`src/rtl/sp_ram_pkg.sv`:
```
// Shared definitions for the two-port arbiter in front of a single-port RAM.
// Holds the default geometry, the sequencer states and the port-select encoding.
package sp_ram_pkg;

    localparam int DEF_ADDR_W = 4;
    localparam int DEF_DATA_W = 8;

    typedef enum logic {
        INIT = 1'b0,
        RUN  = 1'b1
    } sp_state_t;

    localparam logic PORT_A = 1'b0;
    localparam logic PORT_B = 1'b1;

endpackage

```
`src/rtl/sp_ram_core.sv`:
```
// DEPTH x DATA_W synchronous single-port storage array.
// One operation per enabled edge; read data is registered with one cycle of latency.
module sp_ram_core
    import sp_ram_pkg::*;
#(
    parameter int ADDR_W = DEF_ADDR_W,
    parameter int DATA_W = DEF_DATA_W
) (
    input  logic              clk_in,
    input  logic              en_in,
    input  logic              we_in,
    input  logic [ADDR_W-1:0] addr_in,
    input  logic [DATA_W-1:0] wdata_in,
    output logic [DATA_W-1:0] rdata_out
);

    localparam int DEPTH = 2 ** ADDR_W;

    logic [DATA_W-1:0] mem [DEPTH];

    // No reset on the array: contents are defined by the clear sweep in the parent.
    always_ff @(posedge clk_in) begin
        if (en_in) begin
            if (we_in) begin
                mem[addr_in] <= wdata_in;
            end else begin
                rdata_out <= mem[addr_in];
            end
        end
    end

endmodule

```
`src/rtl/sp_ram_arbiter.sv`:
```
// Round-robin arbiter and sequencer sharing one single-port RAM between ports A and B.
// After reset the RAM is swept to zero, then one access per cycle is granted.
module sp_ram_arbiter
    import sp_ram_pkg::*;
#(
    parameter int ADDR_W = DEF_ADDR_W,
    parameter int DATA_W = DEF_DATA_W
) (
    input  logic              clk_in,
    input  logic              rst_n_in,
    input  logic              req_a_in,
    input  logic              we_a_in,
    input  logic [ADDR_W-1:0] addr_a_in,
    input  logic [DATA_W-1:0] wdata_a_in,
    input  logic              req_b_in,
    input  logic              we_b_in,
    input  logic [ADDR_W-1:0] addr_b_in,
    input  logic [DATA_W-1:0] wdata_b_in,
    output logic              gnt_a_out,
    output logic              gnt_b_out,
    output logic              rvalid_a_out,
    output logic              rvalid_b_out,
    output logic [DATA_W-1:0] rdata_a_out,
    output logic [DATA_W-1:0] rdata_b_out,
    output logic              init_done_out,
    output sp_state_t         fsm_state
);

    // Handshake: a requester raises req with we/addr/wdata stable and holds them
    // until it sees gnt high. The access takes place on the rising edge that ends
    // the gnt cycle; a read returns rdata with a one-cycle rvalid strobe after it.

    localparam logic [ADDR_W-1:0] LAST_ADDR = '1;

    sp_state_t         state;
    logic [ADDR_W-1:0] clr_cnt;
    logic              prio;
    logic [DATA_W-1:0] hold_a;
    logic [DATA_W-1:0] hold_b;
    logic              run;

    logic              ram_en;
    logic              ram_we;
    logic [ADDR_W-1:0] ram_addr;
    logic [DATA_W-1:0] ram_wdata;
    logic [DATA_W-1:0] ram_rdata;

    assign run       = (state == RUN);
    assign fsm_state = state;

    always_comb begin
        gnt_a_out = run && req_a_in && (!req_b_in || prio == PORT_A);
        gnt_b_out = run && req_b_in && (!req_a_in || prio == PORT_B);
    end

    always_comb begin
        ram_en    = 1'b0;
        ram_we    = 1'b0;
        ram_addr  = '0;
        ram_wdata = '0;
        if (!run) begin
            ram_en   = 1'b1;
            ram_we   = 1'b1;
            ram_addr = clr_cnt;
        end else if (gnt_a_out) begin
            ram_en    = 1'b1;
            ram_we    = we_a_in;
            ram_addr  = addr_a_in;
            ram_wdata = wdata_a_in;
        end else if (gnt_b_out) begin
            ram_en    = 1'b1;
            ram_we    = we_b_in;
            ram_addr  = addr_b_in;
            ram_wdata = wdata_b_in;
        end
    end

    sp_ram_core #(
        .ADDR_W (ADDR_W),
        .DATA_W (DATA_W)
    ) u_core (
        .clk_in    (clk_in),
        .en_in     (ram_en),
        .we_in     (ram_we),
        .addr_in   (ram_addr),
        .wdata_in  (ram_wdata),
        .rdata_out (ram_rdata)
    );

    always_ff @(posedge clk_in or negedge rst_n_in) begin
        if (!rst_n_in) begin
            state         <= INIT;
            clr_cnt       <= '0;
            prio          <= PORT_A;
            init_done_out <= 1'b0;
            rvalid_a_out  <= 1'b0;
            rvalid_b_out  <= 1'b0;
        end else begin
            case (state)
                INIT: begin
                    clr_cnt <= clr_cnt + 1'b1;
                    if (clr_cnt == LAST_ADDR) begin
                        state         <= RUN;
                        init_done_out <= 1'b1;
                    end
                end
                RUN: begin
                    if (gnt_a_out) begin
                        prio <= PORT_B;
                    end else if (gnt_b_out) begin
                        prio <= PORT_A;
                    end
                end
            endcase
            rvalid_a_out <= gnt_a_out && !we_a_in;
            rvalid_b_out <= gnt_b_out && !we_b_in;
        end
    end

    // The core's output register is shared by both ports, so each port keeps a
    // copy of its last read word; only the port whose rvalid is up follows the core.
    always_ff @(posedge clk_in or negedge rst_n_in) begin
        if (!rst_n_in) begin
            hold_a <= '0;
            hold_b <= '0;
        end else begin
            if (rvalid_a_out) begin
                hold_a <= ram_rdata;
            end
            if (rvalid_b_out) begin
                hold_b <= ram_rdata;
            end
        end
    end

    assign rdata_a_out = rvalid_a_out ? ram_rdata : hold_a;
    assign rdata_b_out = rvalid_b_out ? ram_rdata : hold_b;

endmodule

```
`config.mk`:
```
export PLATFORM = sky130hd
export DESIGN_NAME = sp_ram_arbiter
export DESIGN_NICKNAME = d
export VERILOG_FILES = /design/src/rtl/sp_ram_pkg.sv /design/src/rtl/sp_ram_core.sv /design/src/rtl/sp_ram_arbiter.sv
export SDC_FILE = /design/constraint.sdc
export NUM_CORES = 1
export LEC_CHECK = 0
export CAP_MARGIN = 25
export CORE_MARGIN = 4
export CORE_UTILIZATION = 45
export DETAILED_ROUTE_END_ITERATION = 10
export MAX_ROUTING_LAYER = met4
export PLACE_DENSITY = 0.74
export SLEW_MARGIN = 40
export SYNTH_ARGS = -nofsm -noshare
export SYNTH_HDL_FRONTEND = slang
export SYNTH_SLANG_ARGS = --single-unit
```
`constraint.sdc`:
```
create_clock -name clk_in -period 3.65 [get_ports clk_in]
set_input_delay 0.9125 -clock clk_in [delete_from_list [all_inputs] [get_ports clk_in]]
set_output_delay 0.9125 -clock clk_in [all_outputs]
set_load 0.01 [all_outputs]
```
==> impl_metrics.yaml, run 1 <==
outcome:
  status: "completed"
finish:
  antenna-diode-count: 0
  nNetsFinal: 589
  synthToLayoutAreaGrowth_pct: 21.9
  layout-drive-gt1-share: 0.207
setup_path:
  cp_common_cell: "clkdlybuf4s50_1"
  path_class: "input port to output port"
  r2r_cells: 4
  regToRegSetupSlack_ps: 720
  start_kind: "input port"
  worstPathCellList: "clkdlybuf4s50_1 > a21boi_2 > nand2_1 > inv_1 > clkdlybuf4s50_1"
  max_stage_delay_ps: 620
  cpMaxStageDelayCell: "clkdlybuf4s50_1"
  end_kind: "output port"
  crit_path_max_fanout: 6
  crit_arrival_ps: 2650
  worst_ep_required_time_ps: 2740
global_routing:
  grt_use_total: 0.209
  antenna_found_initial: 0
  grt_pass1_wl_um: 25100
  grt_max_degree: 42
  grt_overflow: 0
  grt_pass1_vias: 4555
sta:
  maxClockFrequency_ghz: 0.281
  rsz0062_at_grt: "false"
  maxSlewViolCount: 0
  post-route-period-util: 0.976
  hold_viol: 0
  slew_headroom: 0.471
  period_needed_ps: 3560
  tns_ps: 0
  holdWs_ps: 466
  tightest_slew_ps: 790
  clock-skew-final_ps: 7.19
  setup_viol: 0
  setup_ws_ps: 88.4
die:
  fp-row-count: 44
  fp.dieH_um: 130
  fp.coreArea_um2: 14600
  die_area_um2: 17000
  pin_count: 52
  initial_core_util: 0.461
  die_w_um: 130
drt:
  drc_errors: 0
  wl_per_cell_um: 21.4
  wl_um: 16200
  drtAntennaViolNets: 0
  dr.pass1.iters: 8
  vias: 4502
  vias_per_cell: 5.96
  drt_iter0_markers: 517
min_path:
  min_path_type: "input port to async pin"
power_and_ir_drop:
  irDropWorstVdd_mv: 0.405
  p_leak_nw: 2.98
  powerDensity_nw_per_um2: 557
synth:
  synth.most_common_cell: "edfxtp_1"
  synth_top_area_frac: 0.607
  synth.cells.most_frequent: "edfxtp_1, nand2_1, nand3_1, and3_1, dfrtp_1"
  synth_cell_types: 44
  synth_cells: 479
  ys.flop_type: "edfxtp_1"
  synth_edf_count: 136
  syn_avg_cell_area_um2: 14.1
  synthArstFlopShare: 0.155
  syn_area_um2: 6730
  synth_nets: 510
  ys_seq_area_frac: 0.699
  synth-seq-cells: 161
  synth_top_cell_by_area: "edfxtp_1"
  synth_area_leaders: "edfxtp_1, dfrtp_1, mux2_2"
  yosys_warnings: 0
placed_design:
  portBuffers: 51
  dp_hpwl_um: 10800
  detailedPlace.worstSlack_ps: 50.9
  place.gp.congestion: 0.832
cts:
  h-tree-depth: 4
  clk_pin_slew_worst_paths_ps: 60
  cts_setup_buffers: 0
  cts_sinks: 161
  cts_resized: 0
  clock-root-buffer: "clkbuf_16"
  worstSkewPairLatency_ps: 430
  postCtsHoldBufs: 0
  ctsLongestPathBuffers: 2
  cts_tree: "done"
  numCtsBuffers: 17
flow_run:
  maxCapViolCount: 0
[sequential cells by signal (all words and copies together) (netlist names), 4 cells and up]
name	flops
u_core.rdata_out	8
hold_b	8
clr_cnt	4
hold_a	8
u_core.mem	128
[routing by layer]
layer,global-route usage,up-vias,part of all wire
met3,0.0581,43,0.085
met2,0.341,229,0.50
met5,-,-,0
met4,0.0917,0,0.031
met1,0.242,2207,0.38
li1,-,2023,-
[worst max-delay path: cells and delay by family]
family / cells / cell delay, ps
buf+inv: 3 / 1400
compound gates: 1 / 230
simple gates: 1 / 110
[kinds of logic after synthesis]
logic type | synth area share
buf+inv | 0.0308
xor+xnor | 0.00390
simple gates | 0.0978
fa+ha+maj | 0.00186
flops | 0.699
mux | 0.0284
compound gates | 0.138
[layout make-up]
cell class	count	area, um^2
Fill cell	1097	6380
Sequential cell	161	4710
Multi-Input combinational cell	280	1820
Timing Repair Buffer	95	861
Clock buffer	19	433
Tap cell	184	230
Clock inverter	13	140
Inverter	3	11.3
[placed cells by master, fill, tap and decap left out, types with 3 or more instances in the layout]
cell type	netlist	layout
nand2_1	48	48
a21oi_1	17	17
clkbuf_16	0	17
a211o_1	11	11
dfrtp_1	25	25
a22o_1	9	9
nor2_1	20	19
mux2_2	17	17
clkdlybuf4s50_1	0	50
o21ai_0	15	15
xnor2_1	3	3
clkinv_4	0	6
o22ai_1	7	7
nand3_1	29	29
edfxtp_1	136	136
a311oi_1	10	10
clkinv_2	0	4
nor2b_1	4	4
a31o_2	16	16
buf_4	2	42
inv_1	3	3
a31oi_1	5	5
and3_1	25	25
a211oi_1	22	22
[power by group]
group | leakage, nW | internal, W | switching, W | total [W]
clock | 0.281 | 0.00101 | 0.000697 | 0.00170
sequential | 1.55 | 0.00213 | 0.0000413 | 0.00217
combinational | 1.16 | 0.000328 | 0.000361 | 0.000690
[path summary, 6_finish.rpt]
check	startpoint	to
setup / recovery	req_a_in	gnt_a_out
hold / removal	rst_n_in	rvalid_a_out
setup reg to reg	fsm_state	u_core.mem[2][1]
hold reg to reg	init_done_out	init_done_out
max in group asynchronous	rst_n_in	hold_a[7]
min in group clk_in	init_done_out	init_done_out
[through the flow]
stage / utilization / power (W) / cell area, um^2 / std cells
finish: 0.562 / 0.00457 / 8200 / 755
CTS: 0.562 / 0.00460 / 8200 / 755
global placement: 0.523 / 0.00288 / 7630 / 723
floorplan: - / 0.00257 / 6730 / 479
global route: 0.562 / 0.00474 / 8200 / 755
detailed placement: 0.523 / 0.00290 / 7630 / 723
Note: power is estimated with default switching activity, not from simulation.
==> run 2: changes to the inputs <==
CORE_UTILIZATION = 58   (was 45)
GPL_TIMING_DRIVEN = 0   (was default)
PLACE_DENSITY = 0.89   (was 0.74)
==> impl_metrics.yaml, run 2 (synthesis results as in run 1) <==
drt:
  wl_per_cell_um: 25.4
  wl_met1_um: 6390
  drtAntennaViolNets: 0
  drc_errors: 0
  top_layer: "met4"
  dr.pass1.iters: 5
  wl_met3_um: 1980
  vias: 4709
  wl_um: 17800
  wl_met2_um: 8640
  vias_per_cell: 6.71
  drt_iter0_markers: 851
global_routing:
  grt_use_total: 0.285
  antenna_found_initial: 0
  grt_overflow: 0
  grt_max_degree: 26
  grt_pass1_vias: 4674
  grt_pass1_wl_um: 26700
cts:
  clk_pin_slew_worst_paths_ps: 60
  numCtsBuffers: 17
  cts_tree: "done"
  cts_sinks: 161
  worstSkewPairLatency_ps: 420
  ctsLongestPathBuffers: 2
  h-tree-depth: 4
  postCtsHoldBufs: 0
  clock-root-buffer: "clkbuf_16"
outcome:
  status: "completed"
sta:
  hold_viol: 0
  post-route-period-util: 0.957
  rsz0062_at_grt: "false"
  maxSlewViolCount: 0
  holdWs_ps: 473
  setup_viol: 0
  clock-skew-final_ps: 9.24
  slew_headroom: 0.430
  tightest_slew_ps: 850
  period_needed_ps: 3490
  tns_ps: 0
  maxClockFrequency_ghz: 0.286
setup_path:
  crit_path_max_fanout: 10
  max_stage_delay_ps: 670
  regToRegSetupSlack_ps: 510
  end_kind: "flip-flop"
  reg2reg_from: "prio"
  start_kind: "input port"
  r2r-end: "u_core.mem[8][4]"
  worst_ep_required_time_ps: 3700
  crit_arrival_ps: 3540
  cpMaxStageDelayCell: "nor2_1"
  r2r_cells: 7
  path_class: "input port to flip-flop"
  worstPathCellList: "dlygate4sd2_1 > and2b_1 > o221ai_4 > nand2_2 > buf_2 > buf_1 > nand2_1 > nor2_1"
finish:
  largest_register_ffs: 128
  synthToLayoutAreaGrowth_pct: 18.7
  antenna-diode-count: 0
  final_cell_mix: "edfxtp_1, nand2_1, clkdlybuf4s50_1"
  nNetsFinal: 579
  final_common_cell: "edfxtp_1"
  fin_cells: 702
  regMostFlops: "u_core.mem"
  layout-drive-gt1-share: 0.161
min_path:
  hold-path-endpoint: "init_done_out"
  min_path_type: "flip-flop to flip-flop"
  hold_path_depth: 1
  hold_path.startpoint: "init_done_out"
die:
  die_area_um2: 13400
  die_w_um: 116
  pin_count: 52
  fp-row-count: 39
  fp.dieH_um: 116
  initial_core_util: 0.592
  fp.coreArea_um2: 11400
power_and_ir_drop:
  irDropWorstVdd_mv: 0.421
  powerDensity_nw_per_um2: 578
  total_power_w: 0.00462
  p_leak_nw: 2.86
placed_design:
  dp_hpwl_um: 11900
  portBuffers: 50
  dpl.cell_count: 672
  place.gp.congestion: 0.979
flow_run:
  maxCapViolCount: 0
## run 2: how the worst max path moves through the flow
stage | start | end | slack, ps | cells after the start
2_1_floorplan | req_b_in | u_core.mem[8][0] | 610 | 11
3_3_place_gp | req_a_in | u_core.mem[4][1] | -340 | 10
3_5_place_dp | req_a_in | u_core.mem[4][7] | -450 | 8
4_1_cts | req_a_in | gnt_a_out | 220 | 6
5_1_grt | req_a_in | u_core.mem[12][1] | 110 | 8
6_report | req_a_in | u_core.mem[8][4] | 160 | 8
## run 2: layout make-up
| cell class | count | area [um^2] |
|---|---|---|
| Sequential cell | 161 | 4710 |
| Multi-Input combinational cell | 280 | 1830 |
| Clock buffer | 19 | 433 |
| Inverter | 3 | 11.3 |
| Fill cell | 735 | 3380 |
| Tap cell | 143 | 179 |
| Clock inverter | 11 | 139 |
| Timing Repair Buffer | 50 | 494 |
| Buffer | 35 | 198 |
## run 2: where the power goes
group / leakage [nW] / switching, W / internal [W] / total [W]
Sequential: 1.55 / 0.0000337 / 0.00213 / 0.00217
Clock: 0.282 / 0.000684 / 0.00106 / 0.00175
Combinational: 1.03 / 0.000403 / 0.000305 / 0.000708
Total: 2.86 / 0.00112 / 0.00350 / 0.00462
## run 2: routing by layer
layer / GRT usage / vias to the layer above
met1: 0.334 / 2337
met2: 0.448 / 310
li1: - / 1998
met5: - / -
met4: 0.125 / 0
met3: 0.101 / 64
## run 2: through the flow
step	instance area, um^2	util	setup slack [ps]
floorplan	6730	-	611
global placement	7410	0.652	-343
detailed placement	7410	0.651	-453
CTS	7990	0.702	220
global route	7990	0.703	112
finish	7990	0.703	156
## run 2: what timing repair did
action	CTS	global route
endpoints found under the setup margin	18	0
gates resized for setup	3	0
setup buffers	0	0
## run 2: worst max-delay path: cells and delay by family
family / cells / cell delay, ps
compound gates: 1 / 170
buf+inv: 3 / 1080
simple gates: 4 / 1370
==> run 3: changes to the inputs <==
CELL_PAD_IN_SITES_DETAIL_PLACEMENT = 2   (was default)
CELL_PAD_IN_SITES_GLOBAL_PLACEMENT = 2   (was default)
CORE_UTILIZATION = 41   (was 58)
PLACE_DENSITY = 0.88   (was 0.89)
SKIP_LAST_GASP = 1   (was default)
TNS_END_PERCENT = 100   (was default)
==> impl_metrics.yaml, run 3 (synthesis results as in run 1) <==
outcome:
  status: "completed"
finish:
  nNetsFinal: 579
  fin_cells: 777
  synthToLayoutAreaGrowth_pct: 20.9
  largest_register_ffs: 128
  layout-drive-gt1-share: 0.191
  final_cell_mix: "edfxtp_1, nand2_1, clkdlybuf4s50_1"
  final_common_cell: "edfxtp_1"
  regMostFlops: "u_core.mem"
  antenna-diode-count: 0
  post-route-util: 0.509
setup_path:
  cpMaxStageDelayCell: "clkdlybuf4s50_1"
  regToRegSetupSlack_ps: 490
  crit_arrival_ps: 2680
  worstPathCellList: "dlygate4sd2_1 > a21boi_4 > nand2_1 > inv_1 > buf_4 > clkdlybuf4s50_1"
  end_kind: "output port"
  max_stage_delay_ps: 570
  r2r-end: "u_core.mem[0][7]"
  worst_ep_required_time_ps: 2740
  path_class: "input port to output port"
  crit_path_max_fanout: 10
  r2r_cells: 9
  start_kind: "input port"
  reg2reg_from: "prio"
cts:
  cts_sinks: 161
  cts_tree: "done"
  clock-root-buffer: "clkbuf_16"
  worstSkewPairLatency_ps: 440
  ctsLongestPathBuffers: 2
  postCtsHoldBufs: 0
  numCtsBuffers: 17
  clk_pin_slew_worst_paths_ps: 70
  h-tree-depth: 4
sta:
  post-route-period-util: 0.985
  clock-skew-final_ps: 10.5
  rsz0062_at_grt: "false"
  hold_viol: 0
  setup_ws_ps: 55.6
  slew_headroom: 0.430
  period_needed_ps: 3590
  setup_viol: 0
  tns_ps: 0
  tightest_slew_ps: 856
  maxClockFrequency_ghz: 0.278
  maxSlewViolCount: 0
flow_run:
  maxCapViolCount: 0
power_and_ir_drop:
  clockPowerShare: 0.366
  switching_power_w: 0.00128
  p_int_w: 0.00337
  p_leak_nw: 2.84
  p_seq_frac: 0.467
  irDropWorstVdd_mv: 0.379
  pwr-share-comb: 0.167
  switching_share: 0.275
  total_power_w: 0.00465
  powerDensity_nw_per_um2: 571
global_routing:
  grt_use_total: 0.282
  grt_max_degree: 26
  antenna_found_initial: 0
  grt_overflow: 0
  grt_pass1_wl_um: 35900
  grt_pass1_vias: 5252
die:
  fp-row-count: 46
  initial_core_util: 0.421
  fp.coreArea_um2: 16000
  fp.dieH_um: 136
  die_w_um: 136
  die_area_um2: 18500
  pin_count: 52
drt:
  dr.pass1.iters: 5
  vias_per_cell: 6.11
  vias: 4744
  drc_errors: 0
  wl_um: 24100
  wl_per_cell_um: 31.0
  drt_iter0_markers: 606
  drtAntennaViolNets: 0
placed_design:
  dp_hpwl_um: 16300
  detailedPlace.worstSlack_ps: -757
  portBuffers: 50
  place.gp.congestion: 0.915
  dpl.cell_count: 745
min_path:
  min_path_type: "input port to async pin"
==> run 3: stage by stage <==
step	hold WS, ps	instance area, um^2
3_3_place_gp	454	7500
5_1_grt	491	8140
6_report	454	8140
2_1_floorplan	479	6730
4_1_cts	462	8110
3_5_place_dp	491	7500
==> run 3: worst max-delay path, delay by kind of cell <==
family | cells | cell delay (ps)
buffers and inverters | 4 | 1310
AOI/OAI and AO/OA | 1 | 320
and+or+nand+nor | 1 | 150
==> run 3: final cells by class <==
| class | count | area [um^2] |
|---|---|---|
| multi-input cells | 280 | 1920 |
| clock inverters | 15 | 118 |
| flip-flops and latches | 161 | 4710 |
| clock buffers | 17 | 425 |
| repair buffers | 50 | 494 |
| well taps | 216 | 270 |
| inverters | 3 | 11.3 |
| plain buffers | 35 | 198 |
| fillers | 1510 | 7860 |
==> run 3: worst max path at each step <==
stage              from          endpoint  slack [ps]  cells past startpoint
6_report       req_a_in         gnt_a_out          60                      6
5_1_grt        req_a_in         gnt_a_out           8                      6
4_1_cts        req_a_in  u_core.mem[6][6]         100                      8
3_5_place_dp   req_a_in  u_core.mem[0][5]        -760                     11
3_3_place_gp   req_a_in  u_core.mem[1][0]        -540                     11
2_1_floorplan  req_b_in  u_core.mem[8][0]         610                     11
==> run 3: timing repair <==
action,in CTS,in global routing
buffers inserted,0,0
setup endpoints to repair,98,16
endpoints found under the hold margin,0,0
gates resized for setup,19,2
==> run 3: routing by layer <==
layer,up-vias,wire [um],GRT usage
li1,2003,-,-
met1,2482,9340,0.323
met2,193,12000,0.457
met3,66,1540,0.0748
met4,0,1200,0.146
met5,-,0,-
==> run 3: power groups by stage <==
stage	logic, W	clock network [W]	registers (W)
floorplan	0.000379	0	0.00219
global placement	0.000684	0	0.00220
detailed placement	0.000743	0	0.00221
CTS	0.000768	0.00172	0.00218
global route	0.000820	0.00181	0.00218
finish	0.000776	0.00170	0.00217
